[config.mk]
export PLATFORM = sky130hd
export DESIGN_NAME = ifetch_stage
export DESIGN_NICKNAME = d
export VERILOG_FILES = /design/src/rtl/rv_pkg.sv /design/src/rtl/ifetch_stage_ifid_reg.sv /design/src/rtl/ifetch_stage.sv
export SDC_FILE = /design/constraint.sdc
export NUM_CORES = 1
export LEC_CHECK = 0
export BUFFER_PORTS_ARGS = -buffer_cell sky130_fd_sc_hd__buf_2
export CELL_PAD_IN_SITES_DETAIL_PLACEMENT = 0
export CELL_PAD_IN_SITES_GLOBAL_PLACEMENT = 1
export CORE_MARGIN = 3
export CORE_UTILIZATION = 25
export CTS_CLUSTER_SIZE = 25
export DETAILED_ROUTE_END_ITERATION = 6
export PLACE_DENSITY_LB_ADDON = 0.3
export SETUP_SLACK_MARGIN = 0.3
export SLEW_MARGIN = 20
export SYNTH_ARGS = -nofsm -noshare
export SYNTH_HDL_FRONTEND = slang
export SYNTH_SLANG_ARGS = --single-unit
export TNS_END_PERCENT = 10
[constraint.sdc]
create_clock -name clk -period 2.95 [get_ports clk]
set_input_delay 0.7375 -clock clk [delete_from_list [all_inputs] [get_ports clk]]
set_output_delay 0.7375 -clock clk [all_outputs]
set_load 0.005 [all_outputs]
[src/rtl/rv_pkg.sv]
// Shared RV32I pipeline definitions: fetch constants and the IF/ID payload.
package rv_pkg;

  localparam int unsigned XLEN     = 32;
  localparam logic [31:0] NOP_INST = 32'h0000_0013;  // addi x0,x0,0
  localparam logic [31:0] RESET_PC = 32'h0000_0000;
  localparam logic [31:0] PC_STEP  = 32'h0000_0001;  // word-indexed memory

  typedef struct packed {
    logic [XLEN-1:0] instr;
    logic [XLEN-1:0] pc;
    logic [XLEN-1:0] pc_plus;
    logic            valid;
  } if_id_t;

  localparam if_id_t IF_ID_BUBBLE = '{instr: NOP_INST, pc: '0, pc_plus: '0, valid: 1'b0};

endpackage

[src/rtl/ifetch_stage_ifid_reg.sv]
// Generic pipeline register: async active-low reset, hold on stall,
// load a bubble on flush (flush beats stall).
module ifid_reg #(
  parameter int unsigned      WIDTH  = 1,
  parameter logic [WIDTH-1:0] BUBBLE = '0
) (
  input  logic             clk,
  input  logic             rst_n,
  input  logic             stall,
  input  logic             flush,
  input  logic [WIDTH-1:0] d,
  output logic [WIDTH-1:0] q
);

  // Pipeline register update: reset/flush to bubble, otherwise capture unless stalled.
  always_ff @(posedge clk or negedge rst_n) begin
    if (!rst_n) begin
      q <= BUBBLE;
    end else if (flush) begin
      q <= BUBBLE;
    end else if (!stall) begin
      q <= d;
    end
  end

endmodule

[src/rtl/ifetch_stage.sv]
// RV32I instruction-fetch stage: PC register, next-PC selection and the
// IF/ID pipeline register.
module ifetch_stage
  import rv_pkg::*;
#(
  parameter int unsigned           ADDR_WIDTH = 32,
  parameter int unsigned           INST_WIDTH = 32,
  parameter logic [ADDR_WIDTH-1:0] RESET_PC   = rv_pkg::RESET_PC[ADDR_WIDTH-1:0],
  parameter logic [ADDR_WIDTH-1:0] PC_STEP    = rv_pkg::PC_STEP[ADDR_WIDTH-1:0],
  parameter logic [INST_WIDTH-1:0] NOP_INST   = rv_pkg::NOP_INST[INST_WIDTH-1:0]
) (
  input  logic                  clk,
  input  logic                  rst_n,
  input  logic                  stall,
  input  logic                  flush_d,
  input  logic                  redirect_valid,
  input  logic [ADDR_WIDTH-1:0] redirect_target,
  output logic [ADDR_WIDTH-1:0] imem_addr,
  input  logic [INST_WIDTH-1:0] imem_instr,
  output logic [ADDR_WIDTH-1:0] pc_f,
  output logic [INST_WIDTH-1:0] id_instr,
  output logic [ADDR_WIDTH-1:0] id_pc,
  output logic [ADDR_WIDTH-1:0] id_pc_plus,
  output logic                  id_valid
);

  localparam int unsigned IFID_W = INST_WIDTH + 2 * ADDR_WIDTH + 1;
  localparam logic [IFID_W-1:0] IFID_BUBBLE = {NOP_INST, {ADDR_WIDTH{1'b0}}, {ADDR_WIDTH{1'b0}}, 1'b0};

  logic [ADDR_WIDTH-1:0] pc_plus;
  logic [ADDR_WIDTH-1:0] pc_next;
  logic [IFID_W-1:0]     ifid_d;
  logic [IFID_W-1:0]     ifid_q;

  assign pc_plus   = pc_f + PC_STEP;  // wraps modulo 2^ADDR_WIDTH
  assign imem_addr = pc_f;

  // Next-PC select: a redirect beats stall since the stalled fetch is wrong-path.
  always_comb begin
    pc_next = pc_plus;
    if (redirect_valid) begin
      pc_next = redirect_target;
    end else if (stall) begin
      pc_next = pc_f;
    end
  end

  // Fetch PC register.
  always_ff @(posedge clk or negedge rst_n) begin
    if (!rst_n) begin
      pc_f <= RESET_PC;
    end else begin
      pc_f <= pc_next;
    end
  end

  assign ifid_d = {imem_instr, pc_f, pc_plus, 1'b1};

  ifid_reg #(
    .WIDTH  (IFID_W),
    .BUBBLE (IFID_BUBBLE)
  ) u_ifid (
    .clk   (clk),
    .rst_n (rst_n),
    .stall (stall),
    .flush (redirect_valid | flush_d),
    .d     (ifid_d),
    .q     (ifid_q)
  );

  assign {id_instr, id_pc, id_pc_plus, id_valid} = ifid_q;

endmodule
==> summary.txt <==
Outcome
  – Status: finished clean

GRT
  – Total track usage: roughly 16%
  – Vias in the first global route: 5130
  – GRT overflow: 0
  – First-pass GRT wire length: around 32 mm
  – Initial antenna violation count: 1
  – Largest net degree at the start of global routing: 60

Flow run
  – Max Cap Viol: 0

Die
  – Core area: about 23000 um2
  – Die Wd: around 160 um
  – Site row count: 55
  – Ports: 230
  – Initial Util: between 20 and 30%
  – Die area: between 20000 and 30000 um2
  – DIE HEIGHT: 161 um

Setup path
  – Worst-path maximum fanout: 11
  – Setup slack, reg-to-reg: roughly 0.52 ns
  – Crit path buf inv count: 0
  – Crit path cell chain: and4_1, or4b_1, nor4_1, xor2_1, mux2_2
  – RR Endpoint: imem_addr[26]
  – WS Path Type: reg2reg
  – Top Family by Delay on Critical Path: simple AND/OR/NAND/NOR gates
  – Crit-path slowest cell: or4b_1
  – Critical path data required time: 3.24 ns
  – Max incr delay on CP: roughly 0.65 ns
  – Startpoint types: flip-flop
  – Reg-to-Reg Start: imem_addr[19]
  – R2R depth: 5
  – Arr. time, crit path: 2.73 ns
  – Worst setup EP type: flip-flop

Detailed routing
  – Initial drt markers: between 200 and 300
  – Final ANT Viol Nets: 0
  – Vias per std cell: 4.58
  – Final wirelength: between 20 and 25 mm
  – Wire per inst: around 19 um
  – Vias: a little over 5000
  – Number of remaining DRC errors: 0
  – DRT Pass-1 Iters: 4

Clock tree
  – CTS tree: built
  – Num CTS Buffers: 17
  – Clk sinks: about 130
  – Clock root buffer: clkbuf_16
  – CTS H-tree depth: 4
  – Setup repair bufs after CTS: 0
  – Cts hold-fix bufs: 0
  – Worst-path clk slew: ~0.060 ns
  – Clock latency at the later pin of the worst-skew pair: between 0.4 and 0.5 ns
  – Post-cts resize count: 0
  – Clock buffer depth: 2

Pwr
  – Maximum vdd drop: around 290 uV
  – Pleak: around 0.0038 uW
  – Overall power: around 4600 uW
  – Pwr Density: 581 nW/um2

Placement
  – HPWL after DPL: around 15 mm
  – Placement Setup Slack: ~0.56 ns
  – Routability cong.: approximately 0.8
  – Port buffer count: between 200 and 250

STA
  – Setup WS post-layout: between 0.5 and 0.6 ns
  – Worst slew margin: roughly three fifths
  – Fmax: around 400 MHz
  – Final min period: 2.43 ns
  – Final setup viols: 0
  – Sum of negative setup slack: 0 ns
  – RSZ-0062 raised after global routing: no
  – Final Skew: 0.0158 ns
  – Tcrit/Tclk final: 82.5%
  – Final Max Tran Viols: 0
  – Worst-margin pin slew: about 0.61 ns
  – Final hold violations: 0

Final layout
  – Share of cells above drive strength 1: about 38%
  – Area grow syn2layout: 32.6%
  – Ant. Diodes: 0
  – Number of fill cells: 2402
  – Number of nets in the final layout: between 800 and 900

Yosys
  – Cells after Synth: between 500 and 600
  – Post-synthesis async set-or-reset flop share: 100%
  – Synthesis Warnings: 0
  – Ys flop type: dfrtp_1
  – Mapped Nets: around 650
  – Sequential element share of the synthesized area: 54.1%
  – Syn_area_per_cell: roughly 10 um2
  – Post-synth EDFFs: 0
  – Netlist Area Pre-Place: 5980 um2
  – Synth Register Bits: around 130
  – Netlist cell types: 35

Worst hold path
  – Hold Crit Class: in2async
[per-layer routing]
metal / track usage [%] / routed length (um) / vias up / part of all wire, %
li1: - / - / 2379 / -
met1: 22.7 / 9880 / 2449 / 47
met2: 24.9 / 9330 / 190 / 45
met3: 4.69 / 1450 / 14 / 6.9
met4: 3.91 / 222 / 2 / 1.1
met5: 0 / 12 / - / 0.057
[cell type report]
| class | instances | area [um2] | share of cell area [%] |
|---|---|---|---|
| Clock buffer | 19 | 443 | 5.59 |
| Multi-Input combinational cell | 367 | 2310 | 29.2 |
| Tap cell | 313 | 392 | 4.94 |
| Sequential cell | 129 | 3230 | 40.8 |
| Timing Repair Buffer | 255 | 1400 | 17.6 |
| Clock inverter | 13 | 138 | 1.74 |
| Inverter | 3 | 11.3 | 0.142 |
[worst reg2reg max path, stage by stage, from the launching register on]
cell and delay [ns]:
dfrtp_1 0.58, and4_1 0.32, or4b_1 0.65, nor4_1 0.38, xor2_1 0.11, mux2_2 0.27
[flip-flops by register name, summed over array words and instances, names as in the netlist]
signal and cells:
imem_addr 32, u_ifid.q 97
[per-stage QoR]
stage	utilization [%]	instances	cell area, um2	hold slack (ns)
after CTS	34.4	1099	7920	0.274
final	34.4	1099	7920	0.263
after global placement	31.9	1067	7340	0.460
after global routing	34.4	1099	7920	0.286
after detailed placement	31.9	1067	7340	0.468
after floorplan	-	575	5980	0.442
[layout by cell type, fill, tap and decap left out, types with 4 or more instances in the layout]
cell and instances:
buf_2 228, dfrtp_1 126, nand2_1 87, o21ai_0 62, a22o_1 59, xnor2_1 42, buf_4 22, nor3_1 21
xor2_1 19, clkbuf_16 17, nand3_1 14, nor2_1 14, nor4_1 8, nand4_1 7, and4_1 6, clkinv_2 4
buf_12 4
[cells in the mapped netlist (2+ instances only)]
library cell | n | share of area [%]
or3_1 | 3 | 0.31
nand4_2 | 2 | 0.42
dfstp_2 | 3 | 1.3
inv_1 | 3 | 0.19
nor4_2 | 2 | 0.42
buf_1 | 7 | 0.44
nor4_1 | 8 | 0.84
mux2_2 | 2 | 0.38
a22o_1 | 59 | 8.6
xnor2_1 | 42 | 6.2
nand4b_1 | 2 | 0.29
nand3_1 | 14 | 1.2
nor2_1 | 14 | 0.88
buf_4 | 35 | 4.4
buf_2 | 11 | 0.92
clkbuf_1 | 23 | 1.4
o21ai_0 | 62 | 5.2
xor2_1 | 19 | 2.8
o22a_1 | 3 | 0.44
nand4_1 | 7 | 0.73
nor3_1 | 22 | 1.8
and4_1 | 6 | 0.88
and3_1 | 3 | 0.31
dfrtp_1 | 126 | 53
nand2_1 | 87 | 5.5
[cells by family (layout without fill, tap and decap cells)]
group / Yosys count / in the layout / synth area share, %
multiplexers: 3 / 3 / 0.544
adder cells (fa/ha/maj): 1 / 1 / 0.209
AO/OA/AOI/OAI: 126 / 126 / 14.5
XOR/XNOR: 61 / 61 / 8.94
AND/OR/NAND/NOR: 176 / 176 / 14.3
flip-flops: 129 / 129 / 54.1
buffers and inverters: 79 / 290 / 7.39
[how the worst max path moves through the flow]
stage	endpoint	from	cells after the start	slack (ns)
after floorplan	u_ifid.q[86]	stall	5	0.84
after global placement	imem_addr[20]	stall	8	0.57
after detailed placement	imem_addr[26]	imem_addr[19]	5	0.56
after CTS	imem_addr[26]	imem_addr[19]	5	0.54
after global routing	imem_addr[26]	imem_addr[19]	5	0.40
final	imem_addr[26]	imem_addr[19]	5	0.52
[power breakdown]
part           leakage [uW]  switching (uW)  internal, uW
sequential          0.00171             104          1860
clock              0.000279             821          1270
combinational       0.00185             306           247
total               0.00384            1230          3370
No activity file was read; power rests on OpenSTA's default activity.
